--- src/rtl/pll_ctrl_pkg.sv ---
`default_nettype none
// ============================================================================
// Module   : pll_ctrl_pkg
// Contents : FSM state encoding and default timing constants for the
//            PLL clock-select controller.
// Revision : 1.0 - initial release
// ============================================================================
package pll_ctrl_pkg;

   typedef enum logic [2:0] {
      ST_PRST   = 3'd0,
      ST_WLOCK  = 3'd1,
      ST_IDLE   = 3'd2,
      ST_DEBNC  = 3'd3,
      ST_SWITCH = 3'd4,
      ST_ERR    = 3'd5
   } state_e;

   localparam int DEF_DEBOUNCE_CYCLES = 16;
   localparam int DEF_RST_CYCLES      = 8;
   localparam int DEF_LOCK_TIMEOUT    = 1024;
   localparam int DEF_SETTLE_CYCLES   = 4;

   function automatic int max2(input int a, input int b);
      return (a > b) ? a : b;
   endfunction

endpackage
`default_nettype wire

--- src/rtl/sync_2ff.sv ---
`default_nettype none
// ============================================================================
// Module   : sync_2ff
// Contents : Parameterized two-flop synchronizer for asynchronous inputs.
// Revision : 1.0 - initial release
// ============================================================================
module sync_2ff #(
   parameter int WIDTH = 1
) (
   input  logic             clk,
   input  logic             rst,
   input  logic [WIDTH-1:0] d_i,
   output logic [WIDTH-1:0] q_o
);

   logic [WIDTH-1:0] meta_q;
   logic [WIDTH-1:0] sync_q;

   always_ff @(posedge clk or posedge rst) begin
      if (rst) begin
         meta_q <= '0;
         sync_q <= '0;
      end else begin
         meta_q <= d_i;
         sync_q <= meta_q;
      end
   end

   assign q_o = sync_q;

endmodule
`default_nettype wire

--- src/rtl/pll_clk_sel_ctrl.sv ---
`default_nettype none
// ============================================================================
// Module   : pll_clk_sel_ctrl
// Contents : PLL reset/lock sequencer with debounced glitch-free clock select.
//            Define LOCK_LOSS_RECOVERY_EN to re-run the PLL reset on lock loss
//            and expose lock_loss_cnt.
// Revision : 1.0 - initial release
// ============================================================================
module pll_clk_sel_ctrl
   import pll_ctrl_pkg::*;
#(
   parameter int DEBOUNCE_CYCLES = DEF_DEBOUNCE_CYCLES,
   parameter int RST_CYCLES      = DEF_RST_CYCLES,
   parameter int LOCK_TIMEOUT    = DEF_LOCK_TIMEOUT,
   parameter int SETTLE_CYCLES   = DEF_SETTLE_CYCLES
) (
   input  logic       clk,
   input  logic       rst,
   input  logic [1:0] sel_in,
   input  logic       pll_locked,
   output logic       pll_rst,
   output logic [1:0] clk_sel,
   output logic       busy,
   output logic       error
`ifdef LOCK_LOSS_RECOVERY_EN
   ,
   output logic [7:0] lock_loss_cnt
`endif
);

   // One shared phase counter, wide enough for the longest limit.
   localparam int CNT_MAX = max2(max2(DEBOUNCE_CYCLES, RST_CYCLES),
                                 max2(LOCK_TIMEOUT, SETTLE_CYCLES));
   localparam int CNT_W   = $clog2(CNT_MAX) + 1;

   localparam logic [CNT_W-1:0] CNT_ONE     = CNT_W'(1);
   localparam logic [CNT_W-1:0] RST_LAST    = CNT_W'(RST_CYCLES - 1);
   localparam logic [CNT_W-1:0] LOCK_LAST   = CNT_W'(LOCK_TIMEOUT - 1);
   localparam logic [CNT_W-1:0] DEBNC_LAST  = CNT_W'(DEBOUNCE_CYCLES - 1);
   localparam logic [CNT_W-1:0] SETTLE_LAST = CNT_W'(SETTLE_CYCLES - 1);

   logic [1:0]       sel_s;
   logic             lock_s;
   state_e           state_q, state_d;
   logic [CNT_W-1:0] cnt_q, cnt_d;
   logic [1:0]       cand_q, cand_d;
   logic [1:0]       clk_sel_q, clk_sel_d;
   logic             error_q, error_d;
   logic             lock_lost;

   sync_2ff #(.WIDTH(2)) u_sync_sel (
      .clk (clk),
      .rst (rst),
      .d_i (sel_in),
      .q_o (sel_s)
   );

   sync_2ff #(.WIDTH(1)) u_sync_lock (
      .clk (clk),
      .rst (rst),
      .d_i (pll_locked),
      .q_o (lock_s)
   );

   assign lock_lost = !lock_s && (state_q inside {ST_IDLE, ST_DEBNC, ST_SWITCH});

   always_comb begin
      state_d   = state_q;
      cnt_d     = cnt_q;
      cand_d    = cand_q;
      clk_sel_d = clk_sel_q;
      error_d   = error_q;
      case (state_q)
         ST_PRST: begin
            if (cnt_q == RST_LAST) begin
               state_d = ST_WLOCK;
               cnt_d   = '0;
            end else begin
               cnt_d = cnt_q + CNT_ONE;
            end
         end
         ST_WLOCK: begin
            if (lock_s) begin
               state_d = ST_IDLE;
               cnt_d   = '0;
            end else if (cnt_q == LOCK_LAST) begin
               state_d = ST_ERR;
               cnt_d   = '0;
               error_d = 1'b1;
            end else begin
               cnt_d = cnt_q + CNT_ONE;
            end
         end
         ST_ERR: begin
            state_d = ST_PRST;
            cnt_d   = '0;
         end
         ST_IDLE: begin
            if (sel_s != clk_sel_q) begin
               state_d = ST_DEBNC;
               cand_d  = sel_s;
               cnt_d   = '0;
            end
         end
         ST_DEBNC: begin
            if (sel_s == clk_sel_q) begin
               state_d = ST_IDLE;
               cnt_d   = '0;
            end else if (sel_s != cand_q) begin
               cand_d = sel_s;
               cnt_d  = '0;
            end else if (cnt_q == DEBNC_LAST) begin
               // Both mux select bits move together in this one register update.
               state_d   = ST_SWITCH;
               clk_sel_d = cand_q;
               cnt_d     = '0;
            end else begin
               cnt_d = cnt_q + CNT_ONE;
            end
         end
         ST_SWITCH: begin
            if (cnt_q == SETTLE_LAST) begin
               state_d = ST_IDLE;
               cnt_d   = '0;
            end else begin
               cnt_d = cnt_q + CNT_ONE;
            end
         end
         default: begin
            state_d = ST_PRST;
            cnt_d   = '0;
         end
      endcase

      // Lock loss overrides whatever the selector path decided this cycle.
      if (lock_lost) begin
         cand_d    = cand_q;
         clk_sel_d = clk_sel_q;
`ifdef LOCK_LOSS_RECOVERY_EN
         state_d   = ST_PRST;
         cnt_d     = '0;
`else
         state_d   = state_q;
         cnt_d     = cnt_q;
         error_d   = 1'b1;
`endif
      end
   end

   always_ff @(posedge clk or posedge rst) begin
      if (rst) begin
         state_q   <= ST_PRST;
         cnt_q     <= '0;
         cand_q    <= 2'b00;
         clk_sel_q <= 2'b00;
         error_q   <= 1'b0;
      end else begin
         state_q   <= state_d;
         cnt_q     <= cnt_d;
         cand_q    <= cand_d;
         clk_sel_q <= clk_sel_d;
         error_q   <= error_d;
      end
   end

`ifdef LOCK_LOSS_RECOVERY_EN
   logic [7:0] loss_cnt_q;

   always_ff @(posedge clk or posedge rst) begin
      if (rst) begin
         loss_cnt_q <= 8'd0;
      end else if (lock_lost && (loss_cnt_q != 8'hFF)) begin
         loss_cnt_q <= loss_cnt_q + 8'd1;
      end
   end

   assign lock_loss_cnt = loss_cnt_q;
`endif

   assign pll_rst = (state_q == ST_PRST);
   assign busy    = (state_q != ST_IDLE);
   assign clk_sel = clk_sel_q;
   assign error   = error_q;

endmodule
`default_nettype wire

--- config.mk ---
export PLATFORM = sky130hd
export DESIGN_NAME = pll_clk_sel_ctrl
export DESIGN_NICKNAME = d
export VERILOG_FILES = /design/src/rtl/pll_ctrl_pkg.sv /design/src/rtl/sync_2ff.sv /design/src/rtl/pll_clk_sel_ctrl.sv
export SDC_FILE = /design/constraint.sdc
export NUM_CORES = 1
export LEC_CHECK = 0
export BUFFER_PORTS_ARGS = -buffer_cell sky130_fd_sc_hd__buf_4
export CORE_ASPECT_RATIO = 2
export CORE_MARGIN = 4
export CORE_UTILIZATION = 50
export DETAILED_ROUTE_END_ITERATION = 12
export GPL_TIMING_DRIVEN = 0
export PLACE_DENSITY = 0.68
export SLEW_MARGIN = 10
export SYNTH_ARGS = -nofsm -noshare
export SYNTH_HDL_FRONTEND = slang
export SYNTH_SLANG_ARGS = --single-unit
--- constraint.sdc ---
create_clock -name clk -period 5.4 [get_ports clk]
set_input_delay 1.08 -clock clk [delete_from_list [all_inputs] [get_ports clk]]
set_output_delay 1.08 -clock clk [all_outputs]
set_load 0.02 [all_outputs]
# Word-level counts from Yosys, hierarchy flattened
# Cells that the tools add are included.
dict set report totals {
  regBits 25
  inputBits 5
  output_inout_bits 5
  elab_cells 72
}
dict set report op_classes {
  n_addsub 1
  eq_ne 21
  mux 26
  n_bitwise 3
  reduce_logical 12
}
# operator count
set ops {}
lappend ops {{11-bit two-way mux} 8}
lappend ops {{11-bit one-hot mux with 5 select lines} 1}
lappend ops {{3-bit two-way mux} 8}
lappend ops {{3-bit one-hot mux with 5 select lines} 1}
lappend ops {{11-bit by 1-bit adder with 11-bit output (second input constant)} 1}
lappend ops {{11-bit by 10-bit == test with 1-bit output (second input constant)} 1}
lappend ops {{11-bit by 2-bit == test with 1-bit output (second input constant)} 1}
lappend ops {{11-bit by 3-bit == test with 1-bit output (second input constant)} 1}
lappend ops {{11-bit by 4-bit == test with 1-bit output (second input constant)} 1}
lappend ops {{5-bit AND reduction} 2}
lappend ops {{2-bit by 1-bit inequality test with 1-bit output (second input constant)} 4}
lappend ops {{7-bit AND reduction} 1}
lappend ops {{3-bit by 2-bit == test with 1-bit output (second input constant)} 2}
lappend ops {{2-bit two-way mux} 3}
lappend ops {{3-bit by 2-bit inequality test with 1-bit output (second input constant)} 2}
lappend ops {{2-bit nonzero test} 3}
lappend ops {{1-bit two-way mux} 4}
lappend ops {{2-bit inequality test} 2}
lappend ops {{2-bit inequality test (second input constant)} 2}
lappend ops {{2-bit one-hot mux with 2 select lines} 1}
lappend ops {{3-bit by 1-bit == test with 1-bit output (second input constant)} 1}
lappend ops {{3-bit == test (second input constant)} 1}
lappend ops {{3-bit zero test} 1}
lappend ops {{3-bit by 1-bit inequality test with 1-bit output (second input constant)} 1}
lappend ops {{other kinds (8)} 10}

# Longest topological paths before layout
dict set report logic_depth {
  word_depth 5
  depth_mapped 7
  depth_no_buf 6
}

# Hierarchy
# From an unflattened synthesis, not the netlist that was laid out.
dict set report hier_totals {
  cells_unflattened 136
  hier_area_um2 1353.8
}
# module instances cells_each area_each_um2 seq_area_each_um2
set by_module_without_submodules {}
lappend by_module_without_submodules {pll_clk_sel_ctrl 1 128 1196.1 475.5}
lappend by_module_without_submodules {{sync_2ff (u_sync_sel)} 1 5 103.8 100.1}
lappend by_module_without_submodules {{sync_2ff (u_sync_lock)} 1 3 53.8 50.0}

# Worst setup path before layout
# Ideal clock, no wire load.
dict set report synth_timing {
  path_kind {register -> output}
  startpoint {register state_q[2]}
  endpoint {output pll_rst}
  arrival_ns 1.137
  t_required_ns 4.320
  path_slack_ns 3.183
  stages_incl_launch_ff 3
  path_buffers 1
  path_cell_list {dfrtp_1 > buf_1 > nor3_1}
}
dict set report synth_via {
  elab_chain_len 1
}
# item line
set synth_rtl {}
lappend synth_rtl {{from (decl)} pll_clk_sel_ctrl.sv:44} ;# state_e state_q, state_d;
lappend synth_rtl {{from (signal assigned)} pll_clk_sel_ctrl.sv:158} ;# state_q <= state_d;
lappend synth_rtl {{3-bit zero test} pll_clk_sel_ctrl.sv:180} ;# assign pll_rst = (state_q == ST_PRST);
lappend synth_rtl {{to (decl)} pll_clk_sel_ctrl.sv:21} ;# output logic pll_rst,
# Every way passes these cells.

# Worst setup path in the final report
dict set report layout_timing {
  startpoint {register state_q[2]}
  endpoint {output busy}
}
dict set report layout_via {
  elab_chain_len 1
}
# item line
set layout_rtl {}
lappend layout_rtl {{3-bit by 2-bit inequality test with 1-bit output} pll_clk_sel_ctrl.sv:181} ;# assign busy = (state_q != ST_IDLE);
lappend layout_rtl {{to (decl)} pll_clk_sel_ctrl.sv:23} ;# output logic busy,
# Every way passes these cells.

==> impl.org <==
** Timing
- For this run, the top clock speed supported by timing is 386 MHz.
- Clock period minus worst slack :: 2.59 ns
- The number of hold violations in the final report is 0.
- Worst-Margin Slew :: 0.929 ns
- Post-Route Setup TNS :: 0 ns
- After layout, the worst path uses 48.0% of the clock period.
- Hold_ws :: 0.359 ns
- Worst clock skew :: 0.00179 ns
- Endpoints failing setup :: 0
- The max-slew violation count came to 0.
- Measured against its own limit, the worst slew margin works out to 38.0%.
- Setup repair after global routing left no endpoint under its margin.

** Die
- 10 I/O pins were placed.
- The initialized floorplan defines 27 standard-cell rows.
- Vert. Die Dim :: 84.0 µm
- Measured along the x axis, the die boundary spans 46.0 µm.
- Starting density of the core :: 52.1%
- Die area :: 0.00386 mm²
- Core area :: 0.00277 mm²

** Setup path
- Critical Path Source :: state_q[2]
- STA classifies the critical path startpoint as a flip-flop.
- Classification of the worst setup path :: reg -> out
- Data arrives at the worst endpoint at 1.51 ns.
- The worst setup path is captured at an output pin.
- For this design, the slowest cell found on the critical path is sky130_fd_sc_hd__dfrtp_1.
- Number of buffer and inverter stages on the critical path :: 3
- Longest individual stage delay on the worst path :: 0.46 ns
- Cell Chain, Critical Path :: buf_1, inv_2, nand3_1, buf_4
- Req. time, crit path :: 4.32 ns
- Of all nets on the critical path, the largest fanout is 10.
- Launching point of the worst reg2reg path :: cnt_q[5]
- Gate family responsible for the most delay along the worst path :: buffers and inverters

** Route
- Violation count after the first detailed-routing iteration :: 25
- Number of detailed-route iterations in the first pass :: 4
- Count of unresolved DRC violations after routing :: 0
- After detailed routing, the total wire length is 3150 µm.
- Total via count in the routed design :: 1198
- Number of vias per cell :: 6.31
- Antenna Nets Post-Route :: 0
- Dividing the detail-routed wire length by the instance count gives 16.6 µm.

** GRT
- Via count of the first global-routing pass :: 1260
- Summed over all layers, the global routing overflow is 0.
- Pin count of the biggest net entering global routing :: 26
- Total track usage :: 19.3%
- Met1 Use GR :: 20.5%
- First-pass GRT wire length :: 5620 µm
- M2 GR Usage :: 33.9%
- GR Util met3 :: 2.59%
- After global routing, the most crowded layer is met2.
- The number of antenna violations at the first check in global routing was 0.

** Synth
- Area of the mapped netlist :: 0.00144 mm²
- Share of async-settable or async-resettable flops after synthesis :: 100%
- Mean Syn Cell Area :: 9.75 µm²
- Synthesized instance count :: 148
- Flip-flop cell with the highest count after synthesis :: sky130_fd_sc_hd__dfrtp_1
- Distinct cell type count of the synthesized netlist :: 51
- Ys Warns :: 0
- Post-synth EDFFs :: 0
- The biggest area contributor in the post-synthesis netlist is sky130_fd_sc_hd__dfrtp_1.
- Synth top area share :: 43.4%
- By area the synthesized netlist is led by sky130_fd_sc_hd__dfrtp_1, sky130_fd_sc_hd__nand3_1, sky130_fd_sc_hd__nand2_1, sky130_fd_sc_hd__mux2_1, sky130_fd_sc_hd__nor3_1.
- Of the synthesized area, sequential elements account for 43.4%.
- Flop and latch count out of synthesis :: 25
- Post-synth net total :: 154

** Placement
- Routability-driven placement finished with a final weighted congestion of 0.886.
- Summed over all nets, the half-perimeter wirelength after detailed placement is 2410 µm.
- Number of buffers inserted by port buffering :: 9

** Cells and area
- Leaving out fill and tap cells, the most frequent cell in the layout is sky130_fd_sc_hd__dfrtp_1.
- Net count of the finished layout :: 168
- The library cells used most frequently in the layout, excluding fill and tap cells, are sky130_fd_sc_hd__dfrtp_1, sky130_fd_sc_hd__nand2_1, sky130_fd_sc_hd__nand3_1.
- Area growth from synthesis to layout :: 10.6%
- Counting the fill cells in the layout gives 262.
- Once layout is complete, the utilization of the core stands at 57.6%.
- The post-route netlist has 14.9% of its cells at a drive strength greater than 1.
- N_diodes :: 0

** Power and ir drop
- Total internal power :: 420 µW
- Combinational logic burns 51.8% of the power.
- Clock network fraction of total power :: 15.3%
- Sequential cells burn 32.9% of the power.
- Net switching is 43.6% of the power.
- In this run the power density over the cells is 467 mW/mm².
- Peak ir drop on the vdd network :: 0.310 mV
- Summed over all nets, the switching power comes to 325 µW.
- The analysis attributes to cell leakage a power of 0.665 nW.

** Clocking
- Clock latency reported for the late side of the worst-skew pair :: 0.27 ns
- In this run the number of H-tree levels came out at 1.
- Number of buffers inserted during clock tree synthesis :: 3
- TritonCTS built the clock tree.
- For this design, the sink count on the clock tree is 25.
- After clock tree synthesis, the clock-pin slew on the worst setup and hold paths is 0.09 ns.
- Max clock buf depth :: 2
- Once the clock tree was built, the setup fixing pass inserted 0 buffers.
- Buffer cell driving the clock tree root :: sky130_fd_sc_hd__clkbuf_8
- Total of hold buffers inserted after clock tree synthesis :: 0
- The number of gates resized after CTS was 0.

** Run status
- The run finished with clean final reports.

** Hold path
- In this run the most critical hold path is launched from u_sync_sel.meta_q[1].
- The path class of the tightest hold or removal check is reg -> reg.

** Job
- The tool flagged a number of max-cap violations equal to 0.
-- cell families (layout without fill, tap and decap cells) --
kind of cell             after synthesis  in the layout  synth area share, %
buffers and inverters                 12             25                 3.12
AO/OA/AOI/OAI                         40             40                 23.0
multiplexers                           7              7                 5.29
AND/OR/NAND/NOR                       58             58                 21.3
flip-flops                            25             25                 43.4
adder cells (fa/ha/maj)                1              1                0.867
XOR/XNOR                               5              5                 3.04
-- sequential cells by signal (all words and copies together), names as in the netlist --
name and cells:
u_sync_sel.q_o 2, u_sync_lock.meta_q 1, cnt_q 11, clk_sel 2, u_sync_lock.q_o 1, state_q 3, cand_q 2, u_sync_sel.meta_q 2
error 1
-- power groups by stage --
stage	sequential [mW]	combinational (mW)	clock (mW)
floorplan	0.238	0.302	0
detailed placement	0.249	0.385	0
global placement	0.246	0.378	0
global route	0.248	0.430	0.128
finish	0.245	0.386	0.114
CTS	0.245	0.387	0.119
-- cells in the mapped netlist, types with 3 or more instances --
cell type / n
sky130_fd_sc_hd__a21oi_1: 5
sky130_fd_sc_hd__a31oi_1: 4
sky130_fd_sc_hd__clkbuf_1: 5
sky130_fd_sc_hd__dfrtp_1: 25
sky130_fd_sc_hd__inv_1: 5
sky130_fd_sc_hd__mux2_1: 4
sky130_fd_sc_hd__nand2_1: 14
sky130_fd_sc_hd__nand3_1: 12
sky130_fd_sc_hd__nor2_1: 8
sky130_fd_sc_hd__nor3_1: 6
sky130_fd_sc_hd__o21ai_1: 5
sky130_fd_sc_hd__xnor2_1: 3
-- layout make-up --
class	instances	area, µm²	area share, %
Buffer	6	22.5	1.41
Clock buffer	3	41.3	2.59
Clock inverter	1	7.51	0.471
Inverter	6	22.5	1.41
Multi-Input combinational cell	111	772	48.4
Sequential cell	25	626	39.2
Tap cell	29	36.3	2.27
Timing Repair Buffer	9	67.6	4.24
-- final timing paths --
check	end	slack (ns)	cells after the start
worst max-delay path	busy	2.81	4
max in group asynchronous	state_q[1]	3.83	2
min in group asynchronous	cand_q[0]	1.01	2
worst min register to register	u_sync_sel.q_o[1]	0.36	0
worst min-delay path	u_sync_sel.q_o[1]	0.36	0
worst max register to register	state_q[2]	3.00	5
-- per-layer routing --
| metal | part of all wire, % | vias up |
|---|---|---|
| met2 | 56 | 22 |
| met1 | 39 | 585 |
| met5 | 0 | - |
| li1 | - | 582 |
| met4 | 2.8 | 0 |
| met3 | 2.8 | 9 |
-- metrics by stage --
step	cell area, µm²	std cells	worst slack (ns)	power, mW
after floorplan	1440	148	3.18	0.541
after global placement	1550	186	3.05	0.625
after detailed placement	1550	186	3.05	0.633
after CTS	1600	190	2.81	0.750
after global routing	1600	190	2.70	0.806
final	1600	190	2.81	0.745
Power figures use the tool's default switching activity.
